===== config.mk =====
export PLATFORM = sky130hd
export DESIGN_NAME = display_driver_bcm
export DESIGN_NICKNAME = d
export VERILOG_FILES = /design/src/rtl/display_pkg.sv /design/src/rtl/bcm_on_timer.sv /design/src/rtl/display_driver_bcm.sv
export SDC_FILE = /design/constraint.sdc
export NUM_CORES = 1
export LEC_CHECK = 0
export ABC_AREA = 1
export BUFFER_PORTS_ARGS = -buffer_cell sky130_fd_sc_hd__buf_4
export CAP_MARGIN = 5
export CELL_PAD_IN_SITES_DETAIL_PLACEMENT = 1
export CELL_PAD_IN_SITES_GLOBAL_PLACEMENT = 1
export CORE_MARGIN = 2
export CORE_UTILIZATION = 40
export DETAILED_ROUTE_END_ITERATION = 8
export PLACE_DENSITY = 0.87
export SLEW_MARGIN = 25
export SYNTH_ARGS = -nofsm -noshare
export SYNTH_HDL_FRONTEND = slang
export SYNTH_HIERARCHICAL = 1
export SYNTH_SLANG_ARGS = --single-unit

===== constraint.sdc =====
create_clock -name clk -period 1.9 [get_ports clk]
set_input_delay 0.19 -clock clk [delete_from_list [all_inputs] [get_ports clk]]
set_output_delay 0.19 -clock clk [all_outputs]
set_load 0.01 [all_outputs]

===== src/rtl/display_pkg.sv =====
// display_pkg: shared FSM state encoding and bit-plane on-time function for the BCM panel driver.
// Contents:
//   state_t        - driver sequencer states
//   plane_on_time  - lit cycles for a bit plane: brightness * 2^plane
package display_pkg;

    typedef enum logic [2:0] {
        IDLE,
        PREFETCH,
        SHIFT_LO,
        SHIFT_HI,
        WAIT_LAT,
        LATCH,
        FRAME_END
    } state_t;

    localparam int ON_TIME_W = 32;

    function automatic logic [ON_TIME_W-1:0] plane_on_time(input logic [7:0] brightness, input int unsigned plane);
        return {{(ON_TIME_W-8){1'b0}}, brightness} << plane;
    endfunction

endpackage


===== src/rtl/bcm_on_timer.sv =====
// bcm_on_timer: output-enable down-counter for binary-coded modulation.
// Ports:
//   clk, rst  - clock, synchronous active-high reset
//   i_load    - load i_value this cycle (takes priority over counting)
//   i_value   - on-time in cycles
//   o_zero    - counter is zero (panel dark)
module bcm_on_timer #(
    parameter int width = 16
) (
    input  logic             clk,
    input  logic             rst,
    input  logic             i_load,
    input  logic [width-1:0] i_value,
    output logic             o_zero
);

    logic [width-1:0] r_count;

    assign o_zero = r_count == '0;

    // Counts down every cycle it is non-zero, i.e. every cycle the panel is lit.
    always_ff @(posedge clk) begin
        if (rst)
            r_count <= '0;
        else if (i_load)
            r_count <= i_value;
        else if (!o_zero)
            r_count <= r_count - width'(1);
    end

endmodule


===== src/rtl/display_driver_bcm.sv =====
// display_driver_bcm: LED panel driver sequencing fetch, shift, latch and BCM output enable.
// Ports:
//   clk, rst             - clock, synchronous active-high reset
//   brightness           - global on-time multiplier, sampled at each lat pulse
//   flip_req / flip_ack  - new frame ready / swap permitted (one-cycle pulse at frame end)
//   row, column, plane   - frame buffer fetch address
//   row_out              - panel row address, only changes while oe is low
//   oclk, lat, oe        - panel shift clock, latch pulse, output enable (high = lit)
module display_driver_bcm
    import display_pkg::*;
#(
    parameter int rows         = 8,
    parameter int columns      = 32,
    parameter int bitdepth     = 8,
    parameter int pipe_latency = 3,
    localparam int row_w       = rows > 1 ? $clog2(rows) : 1,
    localparam int col_w       = columns > 1 ? $clog2(columns) : 1,
    localparam int plane_w     = bitdepth > 1 ? $clog2(bitdepth) : 1
) (
    input  logic               clk,
    input  logic               rst,
    input  logic [7:0]         brightness,
    input  logic               flip_req,
    output logic               flip_ack,
    output logic [row_w-1:0]   row,
    output logic [col_w-1:0]   column,
    output logic [plane_w-1:0] plane,
    output logic [row_w-1:0]   row_out,
    output logic               oclk,
    output logic               lat,
    output logic               oe
);

    localparam int timer_w   = 8 + bitdepth;
    localparam int pf_cycles = pipe_latency > 1 ? pipe_latency - 1 : 1;
    localparam int pf_w      = $clog2(pf_cycles + 1);

    state_t             r_state;
    logic [row_w-1:0]   r_row;
    logic [row_w-1:0]   r_row_out;
    logic [col_w-1:0]   r_column;
    logic [plane_w-1:0] r_plane;
    logic [pf_w-1:0]    r_wait;
    logic               w_timer_zero;
    logic               w_last_plane;
    logic               w_last_row;
    logic               w_last_col;
    logic [timer_w-1:0] w_on_time;

    assign w_last_plane = r_plane == plane_w'(bitdepth - 1);
    assign w_last_row   = r_row == row_w'(rows - 1);
    assign w_last_col   = r_column == col_w'(columns - 1);
    assign w_on_time    = timer_w'(plane_on_time(brightness, 32'(r_plane)));

    bcm_on_timer #(.width(timer_w)) u_timer (
        .clk     (clk),
        .rst     (rst),
        .i_load  (r_state == LATCH),
        .i_value (w_on_time),
        .o_zero  (w_timer_zero)
    );

    // LATCH is only reached once the timer has drained, so oe is low there and in the guard cycle.
    assign oe       = !w_timer_zero;
    assign oclk     = r_state == SHIFT_HI;
    assign lat      = r_state == LATCH;
    assign flip_ack = r_state == FRAME_END && flip_req;
    assign row      = r_row;
    assign column   = r_column;
    assign plane    = r_plane;
    assign row_out  = r_row_out;

    always_ff @(posedge clk) begin
        if (rst) begin
            r_state   <= IDLE;
            r_row     <= '0;
            r_row_out <= '0;
            r_column  <= '0;
            r_plane   <= '0;
            r_wait    <= '0;
        end else begin
            case (r_state)
                IDLE: r_state <= PREFETCH;
                PREFETCH: begin
                    r_wait  <= r_wait == pf_w'(pf_cycles - 1) ? '0 : r_wait + pf_w'(1);
                    r_state <= r_wait == pf_w'(pf_cycles - 1) ? SHIFT_LO : PREFETCH;
                end
                SHIFT_LO: begin
                    r_column <= w_last_col ? '0 : r_column + col_w'(1);
                    r_state  <= SHIFT_HI;
                end
                // Column has wrapped to 0 only after the last column was clocked out.
                SHIFT_HI: r_state <= r_column == '0 ? WAIT_LAT : SHIFT_LO;
                WAIT_LAT: begin
                    if (w_timer_zero) begin
                        r_state <= LATCH;
                        // Row address moves in the dark cycle before a new row's first plane is shown.
                        if (r_plane == '0)
                            r_row_out <= r_row;
                    end
                end
                LATCH: begin
                    r_state <= w_last_plane && w_last_row ? FRAME_END : PREFETCH;
                    if (!(w_last_plane && w_last_row)) begin
                        r_plane <= w_last_plane ? '0 : r_plane + plane_w'(1);
                        r_row   <= w_last_plane ? r_row + row_w'(1) : r_row;
                    end
                end
                FRAME_END: begin
                    r_row    <= '0;
                    r_plane  <= '0;
                    r_column <= '0;
                    r_state  <= PREFETCH;
                end
                default: r_state <= IDLE;
            endcase
        end
    end

endmodule


* Word level (Yosys, flattened, before mapping)
Index checks and enable logic that the tools add are counted.
** Storage, ports and cells
- Logic and storage cells :: 56
- Bits in registers :: 35
** Cells by class
- Muxes and demuxes :: 16
- Equal/unequal tests :: 14
- Shift-type cells :: 1
- Reductions and logical operators :: 13
- Add/sub/neg operators :: 5
** Operator list (number)
- $mux 16 :: 2
- $mux 3 :: 7
- $pmux 3 s6 :: 1
- $logic_not 16->1 :: 1
- $shl 8x3->16 :: 1
- $sub 16x1->16 const B :: 1
- $eq 3x3->1 const B :: 5
- $pmux 3 s2 :: 2
- $pmux 5 s2 :: 1
- $add 3x1->3 const B :: 2
- $eq 3x2->1 const B :: 2
- $logic_not 3->1 :: 2
- $reduce_and 3->1 :: 2
- $add 5x1->5 const B :: 1
- $eq 5x5->1 const B :: 1
- $logic_not 5->1 :: 1
- $mux 5 :: 1
- $mux 2 :: 2
- $ne 2x1->1 const B :: 2
- $ne 2x2->1 const B :: 2
- $reduce_bool 2->1 :: 2
- $eq 3x1->1 const B :: 1
- $add 2x1->2 const B :: 1
- $eq 2x1->1 const B :: 1
- 4 further kinds :: 5

* Depth between registers and ports, before layout
- Depth in word-level cells :: 4
- Gate-level depth with buffers :: 10
- Depth with buffers taken out :: 10

* Cells and area by module
The synthesis kept the hierarchy.
** Modules (own cells, without submodules)
- display_driver_bcm :: times used 1, cells an instance 212, area an instance 1298.7 um^2
- bcm_on_timer :: times used 1, cells an instance 174, area an instance 1089.8 um^2

* Least setup slack after synthesis
OpenSTA, ideal clock, no wires.
- Path type :: reg2reg
- Start :: register u_timer.r_count[0]
- End :: register r_row_out[0], in the netlist row_out[0]
- Stages on the path, launching flop included :: 11
- Setup slack :: 0.142 ns
- Path buffers :: 0
- Required time :: 1.830 ns
- Clock period less this slack :: 1.758 ns
- Data arrival time :: 1.688 ns
- Cell sequence :: dfxtp_1 inv_2 ha_1 nand3_4 nor2_4 nand2_1 nor4_1 nand3_1 nor2_2 o21ai_1 a21oi_1
** On the way
- Longest elaborated chain between the ends :: 2
** RTL lines
- start: declaration :: line bcm_on_timer.sv:17 : logic [width-1:0] r_count;
- start signal: assignment :: line bcm_on_timer.sv:26 : r_count <= i_value;
- start signal: assignment :: line bcm_on_timer.sv:28 : r_count <= r_count - width'(1);
- $logic_not 16->1 :: line bcm_on_timer.sv:19 : assign o_zero = r_count == '0;
- via w_timer_zero :: line display_driver_bcm.sv:44 : logic w_timer_zero;
- $reduce_and 3->1 (no source line)
- end signal: assignment :: line display_driver_bcm.sv:99 : r_row_out <= r_row;
- end: declaration :: line display_driver_bcm.sv:40 : logic [row_w-1:0] r_row_out;
The timed path passes the listed nets, and every way through them passes these cells.
A chain may end at the register's enable or synchronous reset.

* Worst setup path in the final report
- Start :: register u_timer.r_count[0]
- End :: output port oe
** On the way
- Longest elaborated chain between the ends :: 2
** RTL lines
- $logic_not 16->1 :: line bcm_on_timer.sv:19
- via w_timer_zero :: line display_driver_bcm.sv:44
- $logic_not 1->1
- end: declaration :: line display_driver_bcm.sv:31 : output logic oe
The timed path passes the listed nets, and every way through them passes these cells.

==> impl_metrics.py <==
metrics = {
    "clock_network": {
        "cts_hold_buf": 0,
        "worstSkewPairLatency_ps": 290,
        "cts_tree": "built",
        "cts.sinks": 35,
        "clk_pin_slew_ps": 70,
        "htreeDepth": 2,
        "cts_root_buffer": "clkbuf_8",
        "clockBufferDepth": 2,
        "numCtsBuffers": 5,
    },
    "layout": {
        "mostFrequentLayoutCells": "nand2_1 (114), nor2_1 (47), buf_4 (38), inv_1 (35), dfxtp_1 (35)",
        "layout_commonest_cell": "nand2_1",
        "stdcell_area_mm2": 0.00285,
        "num-fill-cells": 797,
        "drive_gt1_frac": 0.198,
        "insertedDiodeCount": 0,
        "fin_nets": 439,
        "final_cell_count_no_fill": 495,
        "syn_to_final_growth_pct": 19.1,
    },
    "power": {
        "power-per-cell-area_mw_per_mm2": 1230,
        "swShare": 0.470,
        "p_int_w": 0.00186,
        "combPwrFrac": 0.549,
        "seq_power_share": 0.298,
        "p_switching_w": 0.00164,
        "clkPwrFrac": 0.153,
        "leakage_nw": 1.40,
        "ir_drop_mv": 0.443,
    },
    "synth": {
        "yosysWarnings": 6,
        "postSynthCellCount": 386,
        "syn_area_mm2": 0.00239,
        "seq_area_frac_synth": 0.293,
        "async_reset_ff_frac": 0,
        "synth_seq_cells": 35,
        "syn_nets": 406,
        "synth_cell_types": 33,
        "syn_avg_cell_area_um2": 6.19,
        "synth_ff_type": "dfxtp_1",
        "synth_edf_count": 0,
    },
    "drt": {
        "via_count": 2468,
        "avgViaCountPerCell": 4.99,
        "ant_nets": 0,
        "routedWlPerCell_um": 13.6,
        "drtPass1Iterations": 4,
        "route.detailed.drc": 0,
        "wl_mm": 6.73,
        "drt_iter0_markers": 43,
    },
    "worst_setup_path": {
        "worstPathArrival_ps": 1620,
        "reg2reg_from": "plane[1]",
        "rr_worst_depth": 9,
        "critPathLaunchType": "flip-flop",
        "crit_fanout": 2,
        "end_kind": "output pin",
        "cp.required_ps": 1710,
        "rr_endpoint": "row[2]",
        "crit_type": "reg2out",
        "rrSetupSlack_ps": 160,
    },
    "floorplan": {
        "dieArea_mm2": 0.00661,
        "rows": 28,
        "dieHeight_um": 81.3,
        "fp.dieW_um": 81.3,
        "io_pins": 29,
        "start_util": 0.408,
        "fp.coreArea_mm2": 0.00585,
    },
    "sta": {
        "skew_ps": 5.56,
        "setup-violations-final": 0,
        "finalCritPeriodShare": 0.954,
        "period_minus_slack_ps": 1810,
        "max_freq_mhz": 552,
        "timing.final.max_slew_violations": 0,
        "final-hold-violation-count": 0,
    },
    "flow_run": {
        "maxCapViolCount": 0,
    },
    "grt": {
        "globalRouteTotalUtil": 0.219,
        "grt_remaining_overflow": 0,
        "grt_max_degree": 23,
        "first_global_vias": 2413,
        "antenna_found_initial": 0,
        "grt_pass1_wl_mm": 11.4,
    },
    "outcome": {
        "outcome": "finished, final reports clean",
    },
    "min_path": {
        "hp-start": "rst",
        "hold_path_class": "in2reg",
        "hold_depth": 2,
        "min_to": "r_state[1]",
    },
    "placed_design": {
        "place_area_mm2": 0.00269,
        "post-dp-hpwl_mm": 5.36,
        "portBuffers": 28,
        "post-place-cells": 484,
        "gp_congestion": 0.902,
    },
}
## worst max-delay path by stage
stage	cells after the start	from	endpoint
2_1_floorplan	10	u_timer/r_count[0]	row_out[0]
3_3_place_gp	10	u_timer/r_count[0]	row_out[1]
3_5_place_dp	10	u_timer/r_count[0]	row_out[1]
4_1_cts	8	u_timer/r_count[0]	oe
5_1_grt	8	u_timer/r_count[0]	oe
6_report	8	u_timer/r_count[0]	oe
## power groups by stage
stage,Sequential (W),Clock [W],Combinational [W]
detailed placement,0.00105,0,0.00183
finish,0.00104,0.000535,0.00192
global route,0.00106,0.000574,0.00220
floorplan,0.00101,0,0.00137
global placement,0.00103,0,0.00175
CTS,0.00103,0.000555,0.00186
## cells in the mapped netlist, types with 3 or more instances
cell	instances	area, um2
clkbuf_1	7	26.3
inv_2	10	37.5
a21oi_1	18	90.1
nand3_1	32	160
ha_1	9	113
inv_1	36	135
dfxtp_1	35	701
o21ai_1	17	85.1
nand3_2	4	40.0
buf_2	3	15.0
o21ai_0	6	30.0
nand2_1	115	432
nor2_4	4	45.0
xor2_1	7	61.3
or2_1	4	25.0
nor2_1	49	184
nor2_2	8	50.1
nand4_1	5	31.3
## worst max-delay path, cell delays in order, from the launching register on
cell	delay, ps
dfxtp_1	330
inv_2	80
ha_4	160
nand3_4	90
nor2_4	110
nand2_2	80
nor4_4	270
inv_2	80
buf_4	150
## kinds of logic (layout without fill, tap and decap cells)
group / Yosys count / in the layout / synth area share
compound gates: 46 / 46 / 0.102
fa+ha+maj: 9 / 9 / 0.0471
simple gates: 229 / 229 / 0.433
xor+xnor: 8 / 8 / 0.0293
buf+inv: 58 / 92 / 0.0943
other cells: 1 / 1 / 0.00157
flops: 35 / 35 / 0.293
## final cells by class
cell class | count | area (um2) | share of cell area
Clock buffer | 6 | 72.6 | 0.0255
Clock inverter | 2 | 12.5 | 0.00440
Tap cell | 75 | 93.8 | 0.0330
Multi-Input combinational cell | 293 | 1510 | 0.530
Sequential cell | 35 | 701 | 0.246
Inverter | 46 | 173 | 0.0607
Timing Repair Buffer | 38 | 285 | 0.100
## metrics by stage
stage               setup slack, ps   util  total power [W]  hold slack [ps]  TNS, ps
floorplan                       142      -          0.00238              259        0
global placement                137  0.460          0.00278              443        0
detailed placement            -12.5  0.460          0.00288              451    -17.3
CTS                            18.0  0.476          0.00345              234        0
global route                  -18.7  0.486          0.00384              248    -18.7
finish                         86.9  0.486          0.00350              242        0
## flip-flops by register name, indices dropped and copies added, names as in the netlist
name and cells:
column 5, plane 3, r_state 3, r_wait 2, row 3, row_out 3, u_timer/r_count 16
## layer usage
layer  wire length [um]  track usage
met1               3130        0.274
met2               3400        0.397
met3                130       0.0322
met4                 65       0.0458
met5                  0            0
## timing repair
| item | in CTS | in global routing |
|---|---|---|
| setup buffers | 0 | 3 |
| pin swaps | 0 | 2 |
| gates resized for setup | 2 | 8 |
| setup endpoints to repair | 4 | 4 |
Power figures use the tool's default switching activity.
